--- config.mk ---
export PLATFORM = sky130hd
export DESIGN_NAME = gp_dma_chan_req
export DESIGN_NICKNAME = d
export VERILOG_FILES = /design/src/rtl/gp_dma_pkg.sv /design/src/rtl/gp_dma_beat_cnt.sv /design/src/rtl/gp_dma_chan_req.sv
export SDC_FILE = /design/constraint.sdc
export NUM_CORES = 1
export LEC_CHECK = 0
export ABC_AREA = 1
export CAP_MARGIN = 10
export CORE_ASPECT_RATIO = 0.5
export CORE_MARGIN = 1
export CORE_UTILIZATION = 45
export CTS_BUF_LIST = sky130_fd_sc_hd__clkbuf_8 sky130_fd_sc_hd__clkbuf_16
export DETAILED_ROUTE_END_ITERATION = 10
export PLACE_DENSITY_LB_ADDON = 0.25
export RECOVER_POWER = 100
export SYNTH_ARGS = -nofsm -noshare
export SYNTH_HDL_FRONTEND = slang
export SYNTH_SLANG_ARGS = --single-unit
export TNS_END_PERCENT = 100
--- constraint.sdc ---
create_clock -name cbus_clk_i -period 4.9 [get_ports cbus_clk_i]
set_clock_uncertainty 0.15 [all_clocks]
set_input_delay 0.98 -clock cbus_clk_i [delete_from_list [all_inputs] [get_ports cbus_clk_i]]
set_output_delay 0.98 -clock cbus_clk_i [all_outputs]
set_load 0.01 [all_outputs]
--- src/rtl/gp_dma_pkg.sv ---
// Shared constants and state encoding for the gp_dma channel requesters.
package gp_dma_pkg;

    typedef enum logic [2:0] {
        ST_IDLE = 3'd0,
        ST_REQ  = 3'd1,
        ST_XFER = 3'd2,
        ST_REL  = 3'd3,
        ST_DONE = 3'd4
    } chan_state_e;

    localparam int BURST_MAX_DEF = 8;
    localparam int ADDR_INC_DEF  = 4;
    localparam int NUM_CHAN      = 4;

endpackage

--- src/rtl/gp_dma_beat_cnt.sv ---
// Remaining/tenure beat down-counters and the beat address incrementer.
module gp_dma_beat_cnt #(
    parameter int AW        = 32,
    parameter int CNT_W     = 16,
    parameter int BURST_MAX = 8,
    parameter int ADDR_INC  = 4,
    parameter int TB_W      = $clog2(BURST_MAX + 1)
) (
    input  logic             clk_i,
    input  logic             srst_i,
    input  logic             load_i,
    input  logic [AW-1:0]    addr_i,
    input  logic [CNT_W-1:0] len_i,
    input  logic [3:0]       burst_i,
    input  logic             tload_i,
    input  logic             step_i,
    output logic [AW-1:0]    addr_o,
    output logic             rem_zero_o,
    output logic             rem_last_o,
    output logic             tb_last_o
);

    localparam logic [3:0] BMAX4 = 4'(BURST_MAX);

    logic [AW-1:0]    addr_q,  addr_d;
    logic [CNT_W-1:0] rem_q,   rem_d;
    logic [TB_W-1:0]  tb_q,    tb_d;
    logic [TB_W-1:0]  burst_q, burst_d;

    always_comb begin
        addr_d  = addr_q;
        rem_d   = rem_q;
        tb_d    = tb_q;
        burst_d = burst_q;
        if (load_i) begin
            addr_d  = addr_i;
            rem_d   = len_i;
            // zero and oversize requests both fall back to the maximum burst
            burst_d = (burst_i == 4'd0 || burst_i > BMAX4) ? TB_W'(BURST_MAX) : TB_W'(burst_i);
        end else if (tload_i) begin
            tb_d = (rem_q < CNT_W'(burst_q)) ? TB_W'(rem_q) : burst_q;
        end else if (step_i) begin
            addr_d = addr_q + AW'(ADDR_INC);
            rem_d  = rem_q - 1'b1;
            tb_d   = tb_q - 1'b1;
        end
    end

    always_ff @(posedge clk_i) begin
        if (srst_i) begin
            addr_q  <= '0;
            rem_q   <= '0;
            tb_q    <= '0;
            burst_q <= '0;
        end else begin
            addr_q  <= addr_d;
            rem_q   <= rem_d;
            tb_q    <= tb_d;
            burst_q <= burst_d;
        end
    end

    assign addr_o     = addr_q;
    assign rem_zero_o = (rem_q == '0);
    assign rem_last_o = (rem_q == CNT_W'(1));
    assign tb_last_o  = (tb_q == TB_W'(1));

endmodule

--- src/rtl/gp_dma_chan_req.sv ---
// Per-channel requester: raises dma_pending, holds the bus on grant, issues
// a tenure of address beats, then releases for re-arbitration.
module gp_dma_chan_req
    import gp_dma_pkg::*;
#(
    parameter int AW        = 32,
    parameter int CNT_W     = 16,
    parameter int BURST_MAX = BURST_MAX_DEF,
    parameter int ADDR_INC  = ADDR_INC_DEF
) (
    input  logic             cbus_clk_i,
    input  logic             cbus_rst_i,
    input  logic             cfg_start_i,
    input  logic             cfg_abort_i,
    input  logic [AW-1:0]    cfg_addr_i,
    input  logic [CNT_W-1:0] cfg_len_i,
    input  logic [3:0]       cfg_burst_i,
    input  logic [2:0]       cfg_pri_i,
    input  logic             owner_sel_i,
    input  logic             cycle_start_i,
    output logic             dma_pending_o,
    output logic [2:0]       priority_o,
    output logic             active_o,
    output logic             bus_valid_o,
    output logic [AW-1:0]    bus_addr_o,
    input  logic             bus_ready_i,
    output logic             busy_o,
    output logic             done_o,
    output logic             aborted_o
);

    chan_state_e state_q, state_d;
    logic        aborted_q, aborted_d;
    logic        abort_pend_q, abort_pend_d;
    logic [2:0]  pri_q, pri_d;
    logic        load, tload, accept;
    logic        rem_zero, rem_last, tb_last;

    assign accept = (state_q == ST_XFER) && bus_ready_i;

    gp_dma_beat_cnt #(
        .AW(AW), .CNT_W(CNT_W), .BURST_MAX(BURST_MAX), .ADDR_INC(ADDR_INC)
    ) u_beat_cnt (
        .clk_i      (cbus_clk_i),
        .srst_i     (cbus_rst_i),
        .load_i     (load),
        .addr_i     (cfg_addr_i),
        .len_i      (cfg_len_i),
        .burst_i    (cfg_burst_i),
        .tload_i    (tload),
        .step_i     (accept),
        .addr_o     (bus_addr_o),
        .rem_zero_o (rem_zero),
        .rem_last_o (rem_last),
        .tb_last_o  (tb_last)
    );

    always_comb begin
        state_d      = state_q;
        aborted_d    = aborted_q;
        abort_pend_d = abort_pend_q;
        pri_d        = pri_q;
        load         = 1'b0;
        tload        = 1'b0;
        case (state_q)
            ST_IDLE: begin
                if (cfg_start_i) begin
                    load         = 1'b1;
                    pri_d        = cfg_pri_i;
                    aborted_d    = 1'b0;
                    abort_pend_d = 1'b0;
                    state_d      = (cfg_len_i == '0) ? ST_DONE : ST_REQ;
                end
            end
            ST_REQ: begin
                if (cfg_abort_i) begin
                    aborted_d = 1'b1;
                    state_d   = ST_DONE;
                end else if (owner_sel_i && cycle_start_i) begin
                    tload   = 1'b1;
                    state_d = ST_XFER;
                end
            end
            ST_XFER: begin
                if (accept) begin
                    abort_pend_d = 1'b0;
                    if (rem_last) begin
                        // the final beat wins over a coincident abort
                        state_d = ST_REL;
                    end else if (tb_last || cfg_abort_i || abort_pend_q) begin
                        aborted_d = cfg_abort_i || abort_pend_q;
                        state_d   = ST_REL;
                    end
                end else if (cfg_abort_i) begin
                    abort_pend_d = 1'b1;
                end
            end
            ST_REL: begin
                if (cfg_abort_i && !rem_zero) begin
                    aborted_d = 1'b1;
                end
                state_d = (rem_zero || aborted_q || cfg_abort_i) ? ST_DONE : ST_REQ;
            end
            ST_DONE: state_d = ST_IDLE;
            default: state_d = ST_IDLE;
        endcase
    end

    always_ff @(posedge cbus_clk_i) begin
        if (cbus_rst_i) begin
            state_q      <= ST_IDLE;
            aborted_q    <= 1'b0;
            abort_pend_q <= 1'b0;
            pri_q        <= 3'd0;
        end else begin
            state_q      <= state_d;
            aborted_q    <= aborted_d;
            abort_pend_q <= abort_pend_d;
            pri_q        <= pri_d;
        end
    end

    assign dma_pending_o = (state_q == ST_REQ) || (state_q == ST_XFER);
    assign active_o      = (state_q == ST_XFER);
    assign bus_valid_o   = (state_q == ST_XFER);
    assign busy_o        = (state_q != ST_IDLE);
    assign done_o        = (state_q == ST_DONE);
    assign aborted_o     = aborted_q;
    assign priority_o    = pri_q;

endmodule

; ---- After elaboration in Yosys (flattened, before gate mapping)
; Cells that the tools add are included.
[totals]
ff_bits = 64
output_inout_bits = 41
elab_cells = 89
[op_classes]
n_addsub = 3
bitwise = 1
magnitude_cmp = 2
n_mux = 33
n_eq_ne = 16
reduce_logical = 26
[op_table]
columns = cell, n
row1 = 32-bit 2-to-1 mux, 3
row2 = 16-bit 2-to-1 mux, 3
row3 = "32-bit by 3-bit adder with 32-bit output, second input constant", 1
row4 = 16-bit zero test, 2
row5 = 3-bit 2-to-1 mux, 8
row6 = "16-bit by 1-bit equality test with 1-bit output, second input constant", 1
row7 = 16-bit by 4-bit < comparator with 1-bit output, 1
row8 = 4-bit 2-to-1 mux, 4
row9 = "16-bit by 1-bit subtractor with 16-bit output, second input constant", 1
row10 = 1-bit 2-to-1 mux, 12
row11 = 3-bit one-hot mux with 4 select lines, 1
row12 = "2-bit != test, second input constant", 5
row13 = 1-bit logical OR, 7
row14 = 7-bit AND reduction, 1
row15 = "3-bit by 2-bit equality test with 1-bit output, second input constant", 2
row16 = 2-bit AND reduction, 3
row17 = 2-bit nonzero test, 3
row18 = "4-bit by 1-bit equality test with 1-bit output, second input constant", 1
row19 = "4-bit greater-than comparator, second input constant", 1
row20 = 4-bit zero test, 1
row21 = "2-bit by 1-bit != test with 1-bit output, second input constant", 2
row22 = 1-bit one-hot mux with 4 select lines, 1
row23 = 4-bit AND reduction, 1
row24 = 4-bit nonzero test, 1
row25 = 13 further kinds, 15

; ---- Longest topological paths before layout
; Gate-level depths: netlist of run 1.
[depth]
ltp_word = 7
depth_mapped = 11
ltp_nobuf = 11

; ---- By module
; From an unflattened synthesis of run 1, not the netlist that was laid out.
[unflattened]
cells_unflattened = 736
hier_area_um2 = 4460.5
[modules_own_cells]
columns = module, area_per_inst_um2, n_inst, cells_per_inst
row1 = gp_dma_beat_cnt, 3862.5, 1, 631
row2 = gp_dma_chan_req, 598.1, 1, 105

; ---- Worst setup path before layout of run 1
; No wires, ideal clock.
[synth_timing]
kind = register to output
from = register state_q[2]
to = output port bus_valid_o
required_time_ns = 3.770
setup_slack_ns = 2.837
path_stages_with_launch = 5
arrival_ns = 0.933
cell_sequence = dfxtp_1 nor2_4 nand2_4 inv_1 buf_4
[synth_between]
elab_chain_len = 1
[synth_rtl]
columns = element, line_no
row1 = start: declaration, gp_dma_chan_req.sv:32  ; chan_state_e state_q, state_d;
row2 = start signal: assignment, gp_dma_chan_req.sv:116  ; state_q <= state_d;
row3 = 3-bit by 2-bit equality test with 1-bit output, --
row4 = end: declaration, gp_dma_chan_req.sv:24  ; output logic bus_valid_o,
; Every way passes these cells.

; ---- Worst setup path in the final report of run 1
[layout_timing]
from = input port bus_ready_i
to = register u_beat_cnt.addr_q[17], in the netlist u_beat_cnt.addr_o[17]
[layout_between]
elab_chain_len = 3
[layout_rtl]
columns = element, line_no
row1 = start: declaration, gp_dma_chan_req.sv:26  ; input logic bus_ready_i,
row2 = 1-bit logical AND, gp_dma_chan_req.sv:39  ; assign accept = (state_q == ST_XFER) && bus_ready_i;
row3 = 2-bit nonzero test (no source line), --
row4 = 2-bit AND reduction (no source line), --
row5 = end signal: assignment, gp_dma_beat_cnt.sv:56  ; addr_q <= addr_d;
row6 = end: declaration, gp_dma_beat_cnt.sv:25  ; logic [AW-1:0] addr_q, addr_d;
; Every way passes these cells.
; A chain may end at the register's enable or synchronous reset.

==> results of run 1 <==
## worst min-delay path by stage
| stage | to | start | slack, ps |
|---|---|---|---|
| floorplan | u_beat_cnt.burst_q[0] | u_beat_cnt.burst_q[0] | 300 |
| global placement | u_beat_cnt.burst_q[0] | u_beat_cnt.burst_q[0] | 330 |
| detailed placement | u_beat_cnt.burst_q[0] | u_beat_cnt.burst_q[0] | 350 |
| CTS | u_beat_cnt.burst_q[0] | u_beat_cnt.burst_q[0] | 360 |
| global route | u_beat_cnt.burst_q[0] | u_beat_cnt.burst_q[0] | 370 |
| finish | priority_o[1] | priority_o[1] | 370 |
## state kept, by name (all words and copies together), names as in the netlist
signal and cells:
abort_pend_q 1, aborted_o 1, priority_o 3, state_q 3, u_beat_cnt.addr_o 32, u_beat_cnt.burst_q 4, u_beat_cnt.rem_q 16, u_beat_cnt.tb_q 4
## power breakdown
part           internal (W)  switching [W]
logic              0.000204       0.000282
clock network      0.000379       0.000231
registers          0.000574      0.0000557
## cell type report
| class | count | area (µm²) | share of cell area |
|---|---|---|---|
| clock buffer | 12 | 267 | 0.0466 |
| clock inverter | 4 | 18.8 | 0.00328 |
| inverter | 99 | 375 | 0.0656 |
| multi-input combinational | 544 | 2580 | 0.451 |
| sequential | 64 | 1280 | 0.224 |
| tap | 135 | 169 | 0.0295 |
| timing repair buffer | 103 | 1030 | 0.180 |
## layer usage
metal  vias up  track usage  wire length (µm)
met5         -            0                 0
met4         0       0.0812               149
met3        16       0.0548               712
met2       145        0.434              5790
met1      2232        0.293              5660
li1       2514            -                 -
## logic make-up (layout without fill, tap and decap cells)
| group | after synthesis | after routing | synth area share |
|---|---|---|---|
| simple gates | 395 | 395 | 0.382 |
| compound gates | 125 | 125 | 0.154 |
| buf+inv | 122 | 218 | 0.120 |
| flops | 64 | 64 | 0.290 |
| xor+xnor | 15 | 15 | 0.0297 |
| fa+ha+maj | 9 | 9 | 0.0254 |
## per-stage QoR
step / hold slack (ps) / setup slack (ps)
2_1_floorplan: 301 / 2840
3_3_place_gp: 331 / 1600
3_5_place_dp: 352 / 1570
4_1_cts: 361 / 1910
5_1_grt: 372 / 855
6_report: 366 / 1150
## critical path: cells and delay by family
family / cells / cell delay [ps]
simple gates: 5 / 1130
buf+inv: 4 / 1550
compound gates: 1 / 120
## synthesized netlist by cell type, drive strengths merged (4+ instances only)
library cell,count
nor3,8
nand2,201
clkbuf,9
dfxtp,64
nand3,50
o22ai,4
xor2,12
ha,9
inv,99
buf,14
a211oi,5
nor2,122
a21oi,45
a31oi,13
nand4,10
o21ai,53
==> metrics.yaml, run 1 <==
grt_max_degree: 44
post-route-util: 0.602
die_h_um: 72.1
final_hold_viol_count: 0
die-area_um2: 10300
layout_common_cells: "199 x nand2_1, 116 x nor2_1, 97 x inv_1, 64 x dfxtp_1, 60 x clkdlybuf4s50_1"
finalCritPeriodShare: 0.766
slew_violations: 0
nNetsFinal: 892
start_util: 0.465
grt-ovfl-total: 0
synth.top_cell.area_share: 0.290
grt_pass1_wl_um: 19800
dpl-instance-area_um2: 5470
nFillCells: 929
maxSlewHeadroom: 0.521
r2r_cells: 10
ctsResizeCount: 0
crit_start: "bus_ready_i"
dp.cells: 945
p_leak_nw: 2.44
drt-wirelength-per-cell_um: 12.8
rr_endpoint: "u_beat_cnt.addr_o[17]"
arrival_ps: 3810
rows: 25
cts_buffers: 9
place_congestion: 0.916
fin_area_um2: 5720
critPathLaunchType: "primary input"
grt_pass1_vias: 4467
firstDrtPassIters: 5
cp_max_fo: 41
tns_ps: 0
yosys.area.top_type: "dfxtp_1"
slowest_stage: "clkinvlp_2"
hpwl_um: 8920
p_per_area_nw_per_um2: 302
r2r-start: "state_q[2]"
grt_usage: 0.243
rsz0062_at_grt: "false"
max-cap-violations: 0
netlist_instances: 730
netlist_area_um2: 4430
outcome: "finished, final reports clean"
min_path_cells: 2
synthDistinctLibCells: 35
cts_sinks: 64
final_common_cell: "nand2_1"
avgSynthCellArea_um2: 6.06
htree_levels: 3
clk_path_buf_depth: 2
port_buffers: 102
yosysWarnings: 0
cp.required_ps: 4950
synth_nets: 801
cts_tree: "built"
worstHoldPathType: "reg -> reg"
antenna_found_initial: 0
die_w_um: 142
cts_setup_buffers: 0
finalSetupViolations: 0
min_period_ps: 3750
clk_latency_ps: 330
cts_hold_buf: 0
cts-root-buf: "clkbuf_16"
vias: 4907
drt-total-wl_um: 12300
yosys_most_used_dff: "dfxtp_1"
route.antenna.remaining_nets: 0
fin_cells: 961
core_region_area_um2: 9510
ys_ff_latch: 64
crit_path_end_kind: "register"
vias_per_cell: 5.11
io_pins: 103
drc: 0
synth-async-reset-ratio: 0
reg2reg_slack_ps: 1320
drive_gt1_frac: 0.0363
drt_iter0_markers: 325
worst_pin_slew_ps: 717
cp_common_cell: "nand2_1"
ys_top_cells_by_area: "dfxtp_1 29%, nand2_1 17%, nor2_1 9.8%, inv_1 8.1%, o21ai_0 5.8%"
ys_seq_area_frac: 0.290
path_clk_slew_ps: 50
critPathMaxStageDelay_ps: 790
worstSetupPathType: "in -> reg"
num_antenna_cells: 0
report.power.total_w: 0.00173
clock.fmax_mhz: 266
syn_to_final_growth_pct: 29.3
ir_worst_vdd_v: 0.000180
synth_edf_count: 0
crit_end: "u_beat_cnt.addr_o[17]"
cp_cell_sequence: "clkdlybuf4s50_1 > inv_1 > nor2_8 > clkinvlp_2 > nand2_8 > inv_2 > nand2_1 > nand2_1 > a21oi_1 > nor2_1"
(Power assumes the default switching activity.)
==> run 2: changes to the inputs <==
clock period = 3.4 ns   (was 4.9 ns; I/O delays follow)
==> run 2 against run 1 <==
Critical path depth down 6. Via count is 0.49% lower. Total power rose by 44%. Global-route usage up 0.49 points. Register-to-register slack got worse by 690 ps. Design area decreased by 0.13%. Sequential power is 44% higher. Non-clock buffer count is 2 higher.
==> metrics.yaml, run 2 (same netlist as run 1, synthesis figures left out) <==
route.antenna.remaining_nets: 0  # unchanged
htree_levels: 3  # unchanged
dp.cells: 947  # +0.21%
min_to: "u_beat_cnt.burst_q[0]"
nNetsFinal: 894  # +0.22%
grt_usage: 0.248  # +0.00488
largest_register_ff_count: 32  # unchanged
tns_ps: 0  # unchanged
drt-wirelength-per-cell_um: 12.8  # +0.20%
grt_max_degree: 43  # -2.3%
die-area_um2: 10300  # unchanged
hpwl_um: 8930  # +0.20%
path_clk_slew_ps: 50  # about the same
p_per_area_nw_per_um2: 434  # +44%
r2r_cells: 8  # -2
drc: 0  # unchanged
place_congestion: 0.886  # -3.3%
cts_hold_buf: 0  # unchanged
io_pins: 103  # unchanged
min-delay-start: "u_beat_cnt.burst_q[0]"
final_hold_viol_count: 0  # unchanged
worstHoldPathType: "reg -> reg"
syn_to_final_growth_pct: 29.1
finalCritPeriodShare: 0.840
crit_path_end_kind: "output pin"
slew_violations: 0  # unchanged
drive_gt1_frac: 0.0362  # -0.0000877
maxSlewHeadroom: 0.403  # -0.118
drt_iter0_markers: 341  # +4.9%
cp.required_ps: 2570  # -2380 ps
fin_cells: 963  # +0.21%
r2r-start: "state_q[2]"
cp_max_fo: 6  # -85%
cts_sinks: 64  # unchanged
layout_common_cells: "198 x nand2_1, 118 x nor2_1, 99 x inv_1, 64 x dfxtp_1, 58 x clkdlybuf4s50_1"
num_antenna_cells: 0  # unchanged
min_path_cells: 2  # unchanged
slowest_stage: "dlygate4sd3_1"
grt-ovfl-total: 0  # unchanged
cts_setup_buffers: 0  # unchanged
grt_pass1_wl_um: 20400  # +3.0%
worstSetupPathType: "reg -> out"
critPathLaunchType: "register"
start_util: 0.465  # unchanged
drt-total-wl_um: 12400  # +0.41%
firstDrtPassIters: 5  # unchanged
cts_tree: "built"
vias: 4883  # -0.49%
worst_pin_slew_ps: 895  # +178 ps
min_period_ps: 2860
final_common_cell: "nand2_1"
max-cap-violations: 0  # unchanged
rows: 25  # unchanged
die_w_um: 142  # unchanged
critPathMaxStageDelay_ps: 620  # -170 ps
rsz0062_at_grt: "false"
arrival_ps: 2030  # -1780 ps
cp_cell_sequence: "nor2_1 > nand2_4 > inv_1 > dlygate4sd3_1"
clock.fmax_mhz: 350
ctsResizeCount: 0  # unchanged
finalSetupViolations: 0  # unchanged
reg2reg_slack_ps: 630  # -690 ps
ir_worst_vdd_v: 0.000253  # +41%
whs_ps: 350  # -15.2 ps
clk_latency_ps: 330  # about the same
vias_per_cell: 5.07  # -0.70%
clk_path_buf_depth: 2  # unchanged
cts-root-buf: "clkbuf_16"
rr_endpoint: "u_beat_cnt.tb_q[2]"
outcome: "finished, final reports clean"
port_buffers: 102  # unchanged
nFillCells: 932  # +0.32%
antenna_found_initial: 0  # unchanged
p_leak_nw: 2.43  # -0.22%
grt_pass1_vias: 4577  # +2.5%
cts_buffers: 9  # unchanged
die_h_um: 72.1  # unchanged
core_region_area_um2: 9510  # unchanged
-- run 2: cell types whose count changed in the layout (fill, tap and decap cells not counted), moves of 2 or more --
cell / change
clkbuf_2: +2
clkdlybuf4s50_1: -2
clkinv_2: -2
dlygate4sd3_1: +2
inv_1: +2
nor2_1: +2
nor2_8: -2
-- run 2: through the flow --
stage          instance area (µm²)  setup slack, ps   util  power, W
6_report                      5720              544  0.601   0.00248
5_1_grt                       5720              455  0.601   0.00262
4_1_cts                       5770              811  0.607   0.00252
3_5_place_dp                  5490              754  0.577   0.00164
3_3_place_gp                  5490              824  0.577   0.00163
2_1_floorplan                 4430             1640      -   0.00137
-- run 2: final cells by class --
cell class / instances / area, µm² / share of cell area
Sequential cell: 64 / 1280 / 0.224
Inverter: 99 / 377 / 0.0659
Clock inverter: 4 / 20.0 / 0.00350
Clock buffer: 12 / 267 / 0.0466
Timing Repair Buffer: 105 / 1040 / 0.182
Tap cell: 135 / 169 / 0.0296
Multi-Input combinational cell: 544 / 2560 / 0.449
-- run 2: critical path: cells and delay by family, from the launching register on --
kind | cells | cell delay, ps
buffers and inverters | 2 | 770
AND/OR/NAND/NOR | 2 | 560
flip-flops | 1 | 360
-- run 2: report_power, final --
| group | switching (W) | internal, W | total [W] |
|---|---|---|---|
| sequential | 0.0000805 | 0.000828 | 0.000908 |
| clock | 0.000329 | 0.000546 | 0.000875 |
| combinational | 0.000403 | 0.000292 | 0.000695 |
| total | 0.000812 | 0.00167 | 0.00248 |
-- run 2: how the worst max path moves through the flow --
stage,start,end,slack [ps]
global route,state_q[2],u_beat_cnt.addr_o[4],450
CTS,state_q[2],bus_valid_o,810
global placement,cfg_start_i,u_beat_cnt.addr_o[11],820
detailed placement,cfg_start_i,u_beat_cnt.addr_o[6],750
finish,state_q[2],active_o,540
floorplan,state_q[2],bus_valid_o,1640
-- run 2: routing by layer --
layer	global-route usage	wire (µm)	part of all wire
met1	0.308	5770	0.47
met4	0.0777	198	0.016
met2	0.432	5680	0.46
met3	0.0554	717	0.058
met5	0	0	0
